===== src/rtl/mem_uart_pkg.sv =====
// Shared state encoding and sizing helpers for the memory-to-UART dumper.
package mem_uart_pkg;

    // Byte index width; covers up to 8 bytes per word (WORD_W = 64).
    localparam int unsigned IDX_W = 3;

    typedef enum logic [2:0] {
        IDLE    = 3'd0,
        FETCH   = 3'd1,
        LATCH   = 3'd2,
        SEND    = 3'd3,
        WAIT_TX = 3'd4,
        CSUM    = 3'd5,
        FIN     = 3'd6
    } state_t;

    function automatic int unsigned bytes_per_word(input int unsigned word_w);
        return word_w / 8;
    endfunction

endpackage


===== src/rtl/mem_uart_dumper_if.sv =====
// Control, ROM and UART-transmitter signals of the memory dumper.
// The slave modport is the dumper; the master modport is whatever drives it.
interface mem_uart_dumper_if #(
    parameter int unsigned WORD_W = 32,
    parameter int unsigned ADDR_W = 13
);
    logic              start;
    logic [ADDR_W-1:0] base_addr;
    logic [ADDR_W:0]   word_count;
    logic              busy;
    logic              done;
    logic [ADDR_W-1:0] mem_addr;
    logic [WORD_W-1:0] mem_rdata;
    logic [7:0]        tx_byte;
    logic              tx_send;
    logic              tx_done;

    modport slave (
        input  start, base_addr, word_count, mem_rdata, tx_done,
        output busy, done, mem_addr, tx_byte, tx_send
    );

    modport master (
        output start, base_addr, word_count, mem_rdata, tx_done,
        input  busy, done, mem_addr, tx_byte, tx_send
    );
endinterface


===== src/rtl/mem_uart_bytesel.sv =====
// Picks one byte lane out of a memory word; BIG_ENDIAN reverses lane order.
module mem_uart_bytesel
    import mem_uart_pkg::*;
#(
    parameter int unsigned WORD_W     = 32,
    parameter bit          BIG_ENDIAN = 1'b0
) (
    input  logic [WORD_W-1:0] word,
    input  logic [IDX_W-1:0]  idx,
    output logic [7:0]        sel_byte_c
);
    localparam int unsigned BPW = bytes_per_word(WORD_W);

    logic [IDX_W-1:0] lane;

    always_comb begin
        lane       = BIG_ENDIAN ? (IDX_W'(BPW - 1) - idx) : idx;
        sel_byte_c = 8'h00;
        for (int unsigned i = 0; i < BPW; i++) begin
            if (lane == IDX_W'(i)) begin
                sel_byte_c = word[i*8 +: 8];
            end
        end
    end

endmodule


===== src/rtl/mem_uart_dumper.sv =====
// Streams word_count ROM words starting at base_addr out to a UART, byte by byte.
// Optional MEM_UART_CHECKSUM_EN appends a byte making the mod-256 sum of the stream zero.
module mem_uart_dumper
    import mem_uart_pkg::*;
#(
    parameter int unsigned WORD_W     = 32,
    parameter int unsigned ADDR_W     = 13,
    parameter int unsigned BIG_ENDIAN = 0
) (
    input  logic             clk,
    input  logic             rst,
    mem_uart_dumper_if.slave bus
);
    localparam int unsigned      BPW      = bytes_per_word(WORD_W);
    localparam int unsigned      CNT_W    = ADDR_W + 1;
    localparam logic [IDX_W-1:0] LAST_IDX = IDX_W'(BPW - 1);

`ifdef MEM_UART_CHECKSUM_EN
    localparam state_t TAIL_ST = CSUM;
`else
    localparam state_t TAIL_ST = FIN;
`endif

    state_t state, state_next;

    logic [ADDR_W-1:0] addr_q;
    logic [CNT_W-1:0]  cnt_q;
    logic [WORD_W-1:0] word_q;
    logic [IDX_W-1:0]  idx_q;
    logic              busy_q;
    logic              done_q;
    logic              tx_send_q;
    logic [7:0]        tx_byte_q;

    logic [7:0] sel_byte_c;
    logic [7:0] neg_sum_c;
    logic       csum_phase_c;
    logic       last_byte_c;
    logic       more_words_c;
    logic       data_done_c;

    logic       capture_c;
    logic       latch_c;
    logic       next_byte_c;
    logic       next_word_c;
    logic       busy_d;
    logic       done_d;
    logic       tx_send_d;
    logic [7:0] tx_byte_d;

`ifdef MEM_UART_CHECKSUM_EN
    logic [7:0] sum_q;
    logic       csum_phase_q;
    logic       accum_c;
    logic       arm_csum_c;

    assign csum_phase_c = csum_phase_q;
    assign neg_sum_c    = 8'(8'h00 - sum_q);
`else
    assign csum_phase_c = 1'b0;
    assign neg_sum_c    = 8'h00;
`endif

    mem_uart_bytesel #(
        .WORD_W     (WORD_W),
        .BIG_ENDIAN (BIG_ENDIAN != 0)
    ) u_bytesel (
        .word       (word_q),
        .idx        (idx_q),
        .sel_byte_c (sel_byte_c)
    );

    assign last_byte_c  = (idx_q == LAST_IDX);
    assign more_words_c = (cnt_q != CNT_W'(1));
    // The checksum byte's tx_done must not touch the word/byte bookkeeping.
    assign data_done_c  = (state == WAIT_TX) && bus.tx_done && !csum_phase_c;

    // State register
    always_ff @(posedge clk) begin
        if (rst) begin
            state <= IDLE;
        end else begin
            state <= state_next;
        end
    end

    // Next-state logic
    always_comb begin
        state_next = state;
        case (state)
            IDLE: begin
                if (bus.start) begin
                    state_next = (bus.word_count == '0) ? TAIL_ST : FETCH;
                end
            end
            FETCH:   state_next = LATCH;
            LATCH:   state_next = SEND;
            SEND:    state_next = WAIT_TX;
            WAIT_TX: begin
                if (bus.tx_done) begin
                    if (csum_phase_c) begin
                        state_next = FIN;
                    end else if (!last_byte_c) begin
                        state_next = SEND;
                    end else if (more_words_c) begin
                        state_next = FETCH;
                    end else begin
                        state_next = TAIL_ST;
                    end
                end
            end
`ifdef MEM_UART_CHECKSUM_EN
            CSUM:    state_next = SEND;
`endif
            FIN:     state_next = IDLE;
            default: state_next = IDLE;
        endcase
    end

    // Output and datapath-control decode
    always_comb begin
        capture_c   = 1'b0;
        latch_c     = 1'b0;
        next_byte_c = 1'b0;
        next_word_c = 1'b0;
        done_d      = 1'b0;
        tx_send_d   = 1'b0;
        tx_byte_d   = tx_byte_q;
`ifdef MEM_UART_CHECKSUM_EN
        accum_c     = 1'b0;
        arm_csum_c  = 1'b0;
`endif
        case (state)
            IDLE:    capture_c = bus.start;
            LATCH:   latch_c   = 1'b1;
            SEND: begin
                tx_send_d = 1'b1;
                tx_byte_d = csum_phase_c ? neg_sum_c : sel_byte_c;
`ifdef MEM_UART_CHECKSUM_EN
                accum_c   = !csum_phase_q;
`endif
            end
            WAIT_TX: begin
                next_byte_c = data_done_c && !last_byte_c;
                next_word_c = data_done_c && last_byte_c;
            end
`ifdef MEM_UART_CHECKSUM_EN
            CSUM:    arm_csum_c = 1'b1;
`endif
            FIN:     done_d = 1'b1;
            default: ;
        endcase
        // busy covers every cycle the FSM is away from IDLE, so it falls with done.
        busy_d = (state_next != IDLE);
    end

    // Datapath and registered outputs
    always_ff @(posedge clk) begin
        if (rst) begin
            addr_q    <= '0;
            cnt_q     <= '0;
            word_q    <= '0;
            idx_q     <= '0;
            busy_q    <= 1'b0;
            done_q    <= 1'b0;
            tx_send_q <= 1'b0;
            tx_byte_q <= 8'h00;
        end else begin
            if (capture_c) begin
                addr_q <= bus.base_addr;
                cnt_q  <= bus.word_count;
            end
            if (latch_c) begin
                word_q <= bus.mem_rdata;
                idx_q  <= '0;
            end
            if (next_byte_c) begin
                idx_q <= idx_q + IDX_W'(1);
            end
            if (next_word_c) begin
                cnt_q  <= cnt_q - CNT_W'(1);
                addr_q <= addr_q + ADDR_W'(1);
            end
            busy_q    <= busy_d;
            done_q    <= done_d;
            tx_send_q <= tx_send_d;
            tx_byte_q <= tx_byte_d;
        end
    end

`ifdef MEM_UART_CHECKSUM_EN
    // Running checksum over data bytes only
    always_ff @(posedge clk) begin
        if (rst) begin
            sum_q        <= 8'h00;
            csum_phase_q <= 1'b0;
        end else begin
            if (capture_c) begin
                sum_q        <= 8'h00;
                csum_phase_q <= 1'b0;
            end
            if (accum_c) begin
                sum_q <= sum_q + sel_byte_c;
            end
            if (arm_csum_c) begin
                csum_phase_q <= 1'b1;
            end
        end
    end
`endif

    assign bus.busy     = busy_q;
    assign bus.done     = done_q;
    assign bus.mem_addr = addr_q;
    assign bus.tx_send  = tx_send_q;
    assign bus.tx_byte  = tx_byte_q;

endmodule


===== src/flat_wrapper.sv =====
// flat-port wrapper written by rule: the top's interface ports become plain ports
module mem_uart_dumper_flat import mem_uart_pkg::*;
#(
    parameter int unsigned WORD_W     = 32,
    parameter int unsigned ADDR_W     = 13,
    parameter int unsigned BIG_ENDIAN = 0
)
  (clk, rst, bus_start, bus_base_addr, bus_word_count, bus_mem_rdata, bus_tx_done, bus_busy, bus_done, bus_mem_addr, bus_tx_byte, bus_tx_send);
  mem_uart_dumper_if #(.WORD_W(WORD_W), .ADDR_W(ADDR_W)) bus_i ();
  input  logic clk;
  input  logic rst;
  input wire logic [$bits(bus_i.start)-1:0] bus_start;
  input wire logic [$bits(bus_i.base_addr)-1:0] bus_base_addr;
  input wire logic [$bits(bus_i.word_count)-1:0] bus_word_count;
  input wire logic [$bits(bus_i.mem_rdata)-1:0] bus_mem_rdata;
  input wire logic [$bits(bus_i.tx_done)-1:0] bus_tx_done;
  output wire logic [$bits(bus_i.busy)-1:0] bus_busy;
  output wire logic [$bits(bus_i.done)-1:0] bus_done;
  output wire logic [$bits(bus_i.mem_addr)-1:0] bus_mem_addr;
  output wire logic [$bits(bus_i.tx_byte)-1:0] bus_tx_byte;
  output wire logic [$bits(bus_i.tx_send)-1:0] bus_tx_send;
  assign bus_i.start = bus_start;
  assign bus_i.base_addr = bus_base_addr;
  assign bus_i.word_count = bus_word_count;
  assign bus_i.mem_rdata = bus_mem_rdata;
  assign bus_i.tx_done = bus_tx_done;
  assign bus_busy = bus_i.busy;
  assign bus_done = bus_i.done;
  assign bus_mem_addr = bus_i.mem_addr;
  assign bus_tx_byte = bus_i.tx_byte;
  assign bus_tx_send = bus_i.tx_send;
  mem_uart_dumper #(.WORD_W(WORD_W), .ADDR_W(ADDR_W), .BIG_ENDIAN(BIG_ENDIAN)) u_core (.clk(clk), .rst(rst), .bus(bus_i));
endmodule

===== config.mk =====
export PLATFORM = sky130hd
export DESIGN_NAME = mem_uart_dumper_flat
export DESIGN_NICKNAME = d
export VERILOG_FILES = /design/src/rtl/mem_uart_pkg.sv /design/src/rtl/mem_uart_dumper_if.sv /design/src/rtl/mem_uart_bytesel.sv /design/src/rtl/mem_uart_dumper.sv /design/src/flat_wrapper.sv
export SDC_FILE = /design/constraint.sdc
export NUM_CORES = 1
export LEC_CHECK = 0
export CAP_MARGIN = 25
export CELL_PAD_IN_SITES_DETAIL_PLACEMENT = 1
export CELL_PAD_IN_SITES_GLOBAL_PLACEMENT = 1
export CORE_AREA = 5 5 119 121
export DETAILED_ROUTE_END_ITERATION = 12
export DIE_AREA = 0 0 124 126
export MAX_ROUTING_LAYER = met4
export PLACE_DENSITY = 0.66
export SYNTH_ARGS = -nofsm -noshare
export SYNTH_HDL_FRONTEND = slang
export SYNTH_SLANG_ARGS = --single-unit

===== constraint.sdc =====
create_clock -name clk -period 3.05 [get_ports clk]
set_input_delay 0.305 -clock clk [delete_from_list [all_inputs] [get_ports clk]]
set_output_delay 0.305 -clock clk [all_outputs]
set_load 0.02 [all_outputs]

==> key figures <==
Status
  – Status: finished clean

Worst setup path
  – Capturing element type of the critical path: register
  – Maximum cell stage delay along the critical path: 0.62 ns
  – Kind of critical path: reg -> reg
  – Buf+Inv Stages, Crit Path: 0
  – Max stage delay cell, worst path: sky130_fd_sc_hd__dfxtp_1
  – WP data required: 3.31 ns
  – Arrival time at the worst endpoint: 2.50 ns
  – CP startpoint kind: register
  – Critical path's top delay family: simple AND/OR/NAND/NOR gates
  – Register-to-register setup slack: 0.81 ns
  – Maximum net fanout on the critical path: 16
  – Critical Path, Cell by Cell: and4bb_1 -> nand2_2 -> or4_1 -> a31oi_1

Finish
  – Diodes inserted: 0
  – Number of fillers in the final layout: between 1500 and 2000
  – Register Area: 1520 µm²
  – Nets@finish: 618
  – Area taken by multi-input logic gates: between 2000 and 2500 µm²
  – Filler-free cell count of the finished design: 727
  – Syn-to-layout area delta: 34.9%
  – Proportion of layout cells with a drive suffix above 1: 6.17%

Timing
  – Unrepaired setup endpoints after global routing: no
  – Clock period minus final worst setup slack: 2.24 ns
  – Final critical-path setup slack: a little over 0.8 ns
  – Final-layout setup total negative slack: 0 ns
  – Fmax: between 400 and 500 MHz
  – Transition time at the pin with the least slew margin: 0.707 ns
  – Final setup vio count: 0
  – Number of max-slew violations in the final report: 0
  – Worst slew slack as a fraction of its limit: between 50% and 60%
  – Period utilisation layout: between 70% and 80%
  – Number of hold violations in the final report: 0
  – Largest clock skew in the final design: 0.00527 ns

Detailed routing
  – Average routed wire per standard cell: 16.8 µm
  – Iter 0 DRT Violations: 224
  – Residual antenna-violating net count after detailed routing: 0
  – Vias post-DR: 3763
  – Post-DR vias/cell: 5.18
  – Total Wirelength: 12.2 mm
  – Residual DRC count: 0
  – Number of iterations in the first detailed-routing pass: 4

Yosys
  – Largest cells by area after synthesis: sky130_fd_sc_hd__dfxtp_1 (40%), sky130_fd_sc_hd__nand2_1 (9.4%), sky130_fd_sc_hd__a21oi_1 (7.3%)
  – Most frequent cell after synthesis: sky130_fd_sc_hd__nand2_1
  – List of most frequent post-synthesis cells: sky130_fd_sc_hd__nand2_1 (94), sky130_fd_sc_hd__dfxtp_1 (76), sky130_fd_sc_hd__a21oi_1 (55)
  – Area leader, netlist: sky130_fd_sc_hd__dfxtp_1
  – Number of nets produced by synthesis: 545
  – Register bit total from synthesis: 76
  – Async set-reset flop share out of synthesis: 0%
  – Number of flops mapped to enable cells by yosys: 0
  – Synth Instances: 474
  – Summed instance area of the synthesized netlist: 3770 µm²
  – Netlist cell types: 58
  – Post-Synthesis Mean Instance Area: around 8.0 µm²
  – Warning count from the yosys run: 0
  – Prevailing post-synth register cell: sky130_fd_sc_hd__dfxtp_1
  – Seq/Total Area, Yosys: about two fifths
  – Area share of the largest cell type after synthesis: 40.3%

Clocking
  – Insertion delay to the later sink of the worst-skew pair: about 0.34 ns
  – Max H-tree Level: 3
  – Clock transition at path regs: 0.06 ns
  – Clock tree root buffer cell: sky130_fd_sc_hd__clkbuf_16
  – Number of clock buffers inserted by TritonCTS: 9
  – CTS tree: yes
  – Number of clock sinks: 76
  – CTS Buffer Depth: 2
  – Setup Fix Bufs, Post-CTS: 0
  – Resized cells post-CTS: 0
  – Number of buffers inserted by hold repair at cts: 0

Placement
  – Number of placed instances with taps included: 712
  – Dpl hpwl: 8.93 mm
  – Setup slack after placement: 0.653 ns
  – Routability congestion estimate: 0.747
  – Count of buffers from port buffering: 86

Floorplan
  – Number of rows created at floorplan: 42
  – Die area: 15600 µm²
  – Core region area: 13000 µm²
  – Floorplan die height: 126 µm
  – Number of top-level pins: 87
  – Horizontal die dimension: 124 µm
  – Starting utilization of the core area: between 20 and 30%

Pwr
  – Lkg Pwr: around 1.7 nW
  – Maximum VDD drop: 0.226 mV
  – Power per cell area: ~560 nW/µm²

Global route
  – Number of global-route vias before repair: ~4000
  – GRT Resource Usage Total: 16.5%
  – Antenna violations before repair: 0
  – Residual overflow from global routing: 0
  – Largest net degree at the start of global routing: 36
  – Wire length of the first global-routing pass: 20.0 mm

Job
  – Maximum Capacitance Violations: 0

Hold path
  – Worst hold-check path type: reg -> reg
worst register-to-register path, cell delays in order, from the launching register on:
cell,delay (ns)
sky130_fd_sc_hd__dfxtp_1,0.62
sky130_fd_sc_hd__and4bb_1,0.54
sky130_fd_sc_hd__nand2_2,0.29
sky130_fd_sc_hd__or4_1,0.56
sky130_fd_sc_hd__a31oi_1,0.16
kinds of logic (layout without fill, tap and decap cells):
kind of cell    after synthesis  after routing  synth area share (%)
simple gates                217            217                  29.3
flops                        76             76                  40.3
buf+inv                      41            118                  4.55
compound gates              130            130                  22.6
fa+ha+maj                     8              8                  2.65
mux                           1              1                 0.265
xor+xnor                      1              1                 0.232
sequential cells by signal, summed over array words and instances, names as in the netlist:
name and flops:
u_core.bus.busy 1, u_core.idx_q 3, u_core.bus.tx_send 1, u_core.word_q 32
u_core.bus.tx_byte 8, u_core.bus.done 1, u_core.state 3, u_core.cnt_q 14
u_core.bus.mem_addr 13
routing by layer:
metal,GRT usage [%],vias to the layer above,share of wire (%)
li1,-,1872,-
met4,5.48,0,1.7
met5,-,-,0
met2,26.2,59,47
met1,21.2,1814,48
met3,2.74,18,3.4
placed cells by master, fill, tap and decap left out, types with 3 or more instances in the layout:
master and count:
sky130_fd_sc_hd__nor4_1 7, sky130_fd_sc_hd__or3_1 15, sky130_fd_sc_hd__nand2b_1 3, sky130_fd_sc_hd__nand2_1 94, sky130_fd_sc_hd__a22oi_1 3, sky130_fd_sc_hd__clkbuf_16 9, sky130_fd_sc_hd__o31a_1 9, sky130_fd_sc_hd__dfxtp_1 76
sky130_fd_sc_hd__nor2b_1 16, sky130_fd_sc_hd__nand4_1 4, sky130_fd_sc_hd__a211oi_1 4, sky130_fd_sc_hd__o211ai_1 5, sky130_fd_sc_hd__nor2_1 20, sky130_fd_sc_hd__nor3_1 16, sky130_fd_sc_hd__a31oi_1 13, sky130_fd_sc_hd__a21oi_1 55
sky130_fd_sc_hd__nand3b_1 4, sky130_fd_sc_hd__clkinv_2 3, sky130_fd_sc_hd__buf_4 7, sky130_fd_sc_hd__ha_1 8, sky130_fd_sc_hd__nand3_1 14, sky130_fd_sc_hd__inv_1 8, sky130_fd_sc_hd__a221oi_1 8, sky130_fd_sc_hd__a2bb2oi_1 7
sky130_fd_sc_hd__o21ai_0 8, sky130_fd_sc_hd__and3_1 8, sky130_fd_sc_hd__clkdlybuf4s50_1 85
path summary, 6_finish.rpt:
path                                  from                                   to  cells after the start
max reg2reg     u_core.state[2]$_SDFF_PP0_  u_core.bus.mem_addr[7]$_SDFFE_PP0P_                      4
min reg2reg  u_core.word_q[0]$_SDFFE_PP0P_        u_core.word_q[0]$_SDFFE_PP0P_                      2
min          u_core.word_q[0]$_SDFFE_PP0P_        u_core.word_q[0]$_SDFFE_PP0P_                      2
max             u_core.state[2]$_SDFF_PP0_  u_core.bus.mem_addr[7]$_SDFFE_PP0P_                      4
per-stage QoR:
step | hold slack (ns) | power (mW) | util [%] | cell area, µm²
after floorplan | 0.432 | 1.53 | - | 3770
after global placement | 0.442 | 1.77 | 36.7 | 4770
after detailed placement | 0.448 | 1.80 | 36.9 | 4800
after CTS | 0.456 | 2.88 | 39.2 | 5090
after global routing | 0.471 | 3.00 | 39.2 | 5090
final | 0.452 | 2.85 | 39.2 | 5090
layout make-up:
class | count | share of cell area (%)
clock buffer | 10 | 4.70
clock inverter | 5 | 1.03
inverter | 9 | 0.664
multi-input combinational | 357 | 41.0
sequential | 76 | 29.9
tap | 176 | 4.33
timing repair buffer | 94 | 18.4
power by group:
group / internal [mW] / switching, mW
sequential: 1.08 / 0.0917
combinational: 0.280 / 0.323
clock: 0.647 / 0.427
No activity file was read; power rests on OpenSTA's default activity.
